### src/rtl/player_input_checker_key_sync_edge.sv
// Two-flop synchroniser for the active-low tile keys plus press (1->0) edge detection.
module key_sync_edge (
   input  logic       clock,
   input  logic       resetn,
   input  logic [3:0] keys_i,
   output logic [3:0] sync_o,
   output logic [3:0] press_o
);

   logic [3:0] meta_q;
   logic [3:0] sync_q;
   logic [3:0] prev_q;

   // Preset to all-released so a key held through reset is not seen as a press.
   always_ff @(posedge clock or negedge resetn) begin
      if (!resetn) begin
         meta_q <= 4'hF;
         sync_q <= 4'hF;
         prev_q <= 4'hF;
      end else begin
         meta_q <= keys_i;
         sync_q <= meta_q;
         prev_q <= sync_q;
      end
   end

   assign sync_o  = sync_q;
   assign press_o = prev_q & ~sync_q;

endmodule

### config.mk
export PLATFORM = sky130hd
export DESIGN_NAME = key_sync_edge
export DESIGN_NICKNAME = d
export VERILOG_FILES = /design/src/rtl/player_input_checker_key_sync_edge.sv
export SDC_FILE = /design/constraint.sdc
export NUM_CORES = 1
export LEC_CHECK = 0
export BUFFER_PORTS_ARGS = -buffer_cell sky130_fd_sc_hd__buf_4
export CORE_MARGIN = 10
export CORE_UTILIZATION = 28
export DETAILED_ROUTE_END_ITERATION = 8
export PLACE_DENSITY = 0.61
export SETUP_SLACK_MARGIN = 0.15
export SYNTH_ARGS = -nofsm -noshare
export SYNTH_HDL_FRONTEND = slang
export SYNTH_SLANG_ARGS = --single-unit
### constraint.sdc
create_clock -name clock -period 0.8 [get_ports clock]
set_input_delay 0.16 -clock clock [delete_from_list [all_inputs] [get_ports clock]]
set_output_delay 0.16 -clock clock [all_outputs]
set_load 0.01 [all_outputs]
Yosys cells after proc, flatten, opt, wreduce, memory -nomap -nowiden --
Cells that the tools add are included.
Cells by class: bitwise gates (word level) 2
Operator list (number):
- $and 4x4->4 | 1
- $not 4->4 | 1
Word-level totals: output and inout bits 8, flip-flop bits (word level) 12, bits of input ports 6, word-level logic and storage cells 5

Depth between registers and ports, before layout --
depth after elaboration 2, depth in mapped cells 1, gate-level depth less buffers 1

Worst setup path before layout --
Ideal clock, no wire load.
path type reg-to-output, start register prev_q[0], end output port press_o[0], path buffers 0, arrival 0.634 ns, data required time 0.640 ns, cell stages (with the launch flop) 2, path slack 0.006 ns, path through dfstp_2 nor2b_4
On the way: longest elaborated chain between the ends 1
RTL lines:
- start, declared | RTL line 12 | logic [3:0] prev_q;
- start signal, assigned | RTL line 23 | prev_q <= sync_q;
- $and 4x4->4 | RTL line 28 | assign press_o = prev_q & ~sync_q;
- end, declared | RTL line 7 | output logic [3:0] press_o
No other way between the ends.

Worst setup path in the final report --
Same ends and word-level chain as after synthesis.

==> impl_metrics.csv <==
group,metric,value,unit
status,status,"finished with violations",
status,violations,"negative setup slack",
synthesis,synth_top_area_share,85.1,%
route,wire_per_inst,10.7,um
global_routing,grt_overflow,0,
setup_path,arrival,1.01,ns
timing,max_slew_margin,90.4,%
power_and_ir_drop,p_leak,0.270,nW
floorplanning,core,0.00127,sq mm
floorplanning,die_h,56.4,um
route,via_count,191,
final_layout,drive_gt1_share,86.8,%
timing,whs,0.359,ns
clock_network,insertion_delay,0.26,ns
route,avgViaCountPerCell,3.60,
synthesis,netlist_area,370,sq um
clock_network,clk_pin_slew,0.07,ns
final_layout,mostFrequentLayoutCells,"dfstp_2, buf_6, dlygate4sd3_1, buf_4, nor2b_4",
setup_path,critPathMaxFanout,1,
hold_path,hold_end,"sync_o[1]",
synthesis,yosysTopAreaCell,"dfstp_2",
timing,finalSetupTns,-2.69,ns
setup_path,worstReg2RegStart,"sync_o[2]",
route,dr.pass1.iters,1,
clock_network,cts-root-buf,"clkbuf_4",
global_routing,first_global_vias,220,
route,ant_nets,0,
route,wl,566,um
final_layout,layout.nets,45,
global_routing,grt_use_total,4.01,%
clock_network,h-tree-depth,1,
clock_network,cts_tree,"done",
clock_network,cts_made_buffers,3,
final_layout,final_common_cell,"dfstp_2",
timing,fin_skew,0.00349,ns
placed_design,place_area,487,sq um
global_routing,grt_max_degree,13,
synthesis,synth_cells,16,
timing,slew_viol_final,0,
timing,fmax,0.855,GHz
global_routing,antenna_found_initial,0,
synthesis,ys_seq_area_share,85.1,%
global_routing,grt_pass1_wl,952,um
setup_path,reg2reg_slack,0.16,ns
clock_network,clockBufferDepth,2,
setup_path,r2r_cells,0,
timing,grt_setup_unrepaired,"true",
clock_network,cts_setup_buffers,0,
setup_path,r2r_end,"prev_q[2]",
placed_design,numPortBuffers,13,
setup_path,crit_required,0.64,ns
placed_design,place_congestion,0.589,
flow_run,maxCapViolCount,0,
final_layout,fin_area,603,sq um
floorplanning,die_x,56.4,um
synthesis,avgSynthCellArea,23.1,sq um
floorplanning,ios,14,
placed_design,pre_cts_slack,-0.0932,ns
timing,finalHoldViolCount,0,
power_and_ir_drop,p_per_area,2100,mW/mm^2
timing,timing.final.crit_period,1.17,ns
hold_path,hold_depth,0,
synthesis,yosysUniqueCellTypes,2,
setup_path,cp-start-kind,"register",
clock_network,cts.sinks,12,
power_and_ir_drop,vdd_ir_drop_max,0.000986,V
final_layout,diodes,0,
hold_path,hold_path_startpoint,"meta_q[1]",
timing,setup_viol,8,
setup_path,worst-setup-path-type,"register to primary output",
setup_path,endpoint_kind,"primary output",
final_layout,utilization,47.5,%
route,drc,0,
timing,worst_slew_pin_slew,0.145,ns
synthesis,syn-num-nets,22,
final_layout,syn2layout_area_growth,62.8,%
route,drt-initial-drc-count,0,
timing,setup_slack,-0.370,ns
hold_path,hp-class,"register to register",
floorplanning,initial_core_util,29.2,%
synthesis,ys_warn_count,0,
timing,period_share,146,%
synthesis,ys_ff_latch,12,
floorplanning,die-area,0.00318,sq mm
synthesis,ys_top_cells_by_area,"dfstp_2, nor2b_4",
floorplanning,num_rows,13,
## synth_stat cells
master,count
dfstp_2,12
nor2b_4,4
## where the power goes
group	switching [mW]	leakage, nW	internal [mW]	total (mW)
sequential	0.0202	0.126	0.662	0.683
clock	0.185	0.0210	0.276	0.461
combinational	0.0391	0.123	0.0840	0.123
total	0.244	0.270	1.02	1.27
## worst max path at each step
stage | from | endpoint | slack (ns) | cells past startpoint
floorplan | prev_q[0] | press_o[0] | 0.006 | 1
global placement | prev_q[0] | press_o[0] | -0.09 | 2
detailed placement | prev_q[0] | press_o[0] | -0.09 | 2
CTS | prev_q[0] | press_o[0] | -0.39 | 2
global route | prev_q[3] | press_o[3] | -0.43 | 2
finish | prev_q[0] | press_o[0] | -0.37 | 2
## sequential cells by signal, summed over array words and instances (netlist names)
register,count
sync_o,4
meta_q,4
prev_q,4
## critical path: stages, from the launching register on
cell and delay [ns]:
dfstp_2 0.52, nor2b_4 0.13, buf_6 0.10
## per-layer routing
layer / GRT usage, % / share of wire (%)
met1: 4.40 / 39
met4: 3.09 / 0
met3: 3.60 / 13
met5: 0 / 0
met2: 4.60 / 48
## repair_timing
item	4_1_cts	5_1_grt
endpoints found under the setup margin	8	11
gates cloned	0	0
gates resized for setup	8	0
hold buffers	5	0
hold endpoints to repair	16	0
## layout make-up
class                   instances  area (sq um)
fillers                       110           666
flip-flops and latches         12           315
repair buffers                 18           178
multi-input cells               4          55.1
clock buffers                   4          36.3
well taps                      15          18.8
## kinds of logic (layout without fill, tap and decap cells)
kind of cell,Yosys count,in the layout,share of synthesized area [%]
flops,12,12,85.1
simple gates,4,4,14.9
buf+inv,0,22,0
## per-stage QoR
step                cells  total power [mW]
floorplan              16             0.718
global placement       44             0.780
detailed placement     44             0.784
CTS                    53              1.29
global route           53              1.34
finish                 53              1.27
Note: power is estimated with default switching activity, not from simulation.
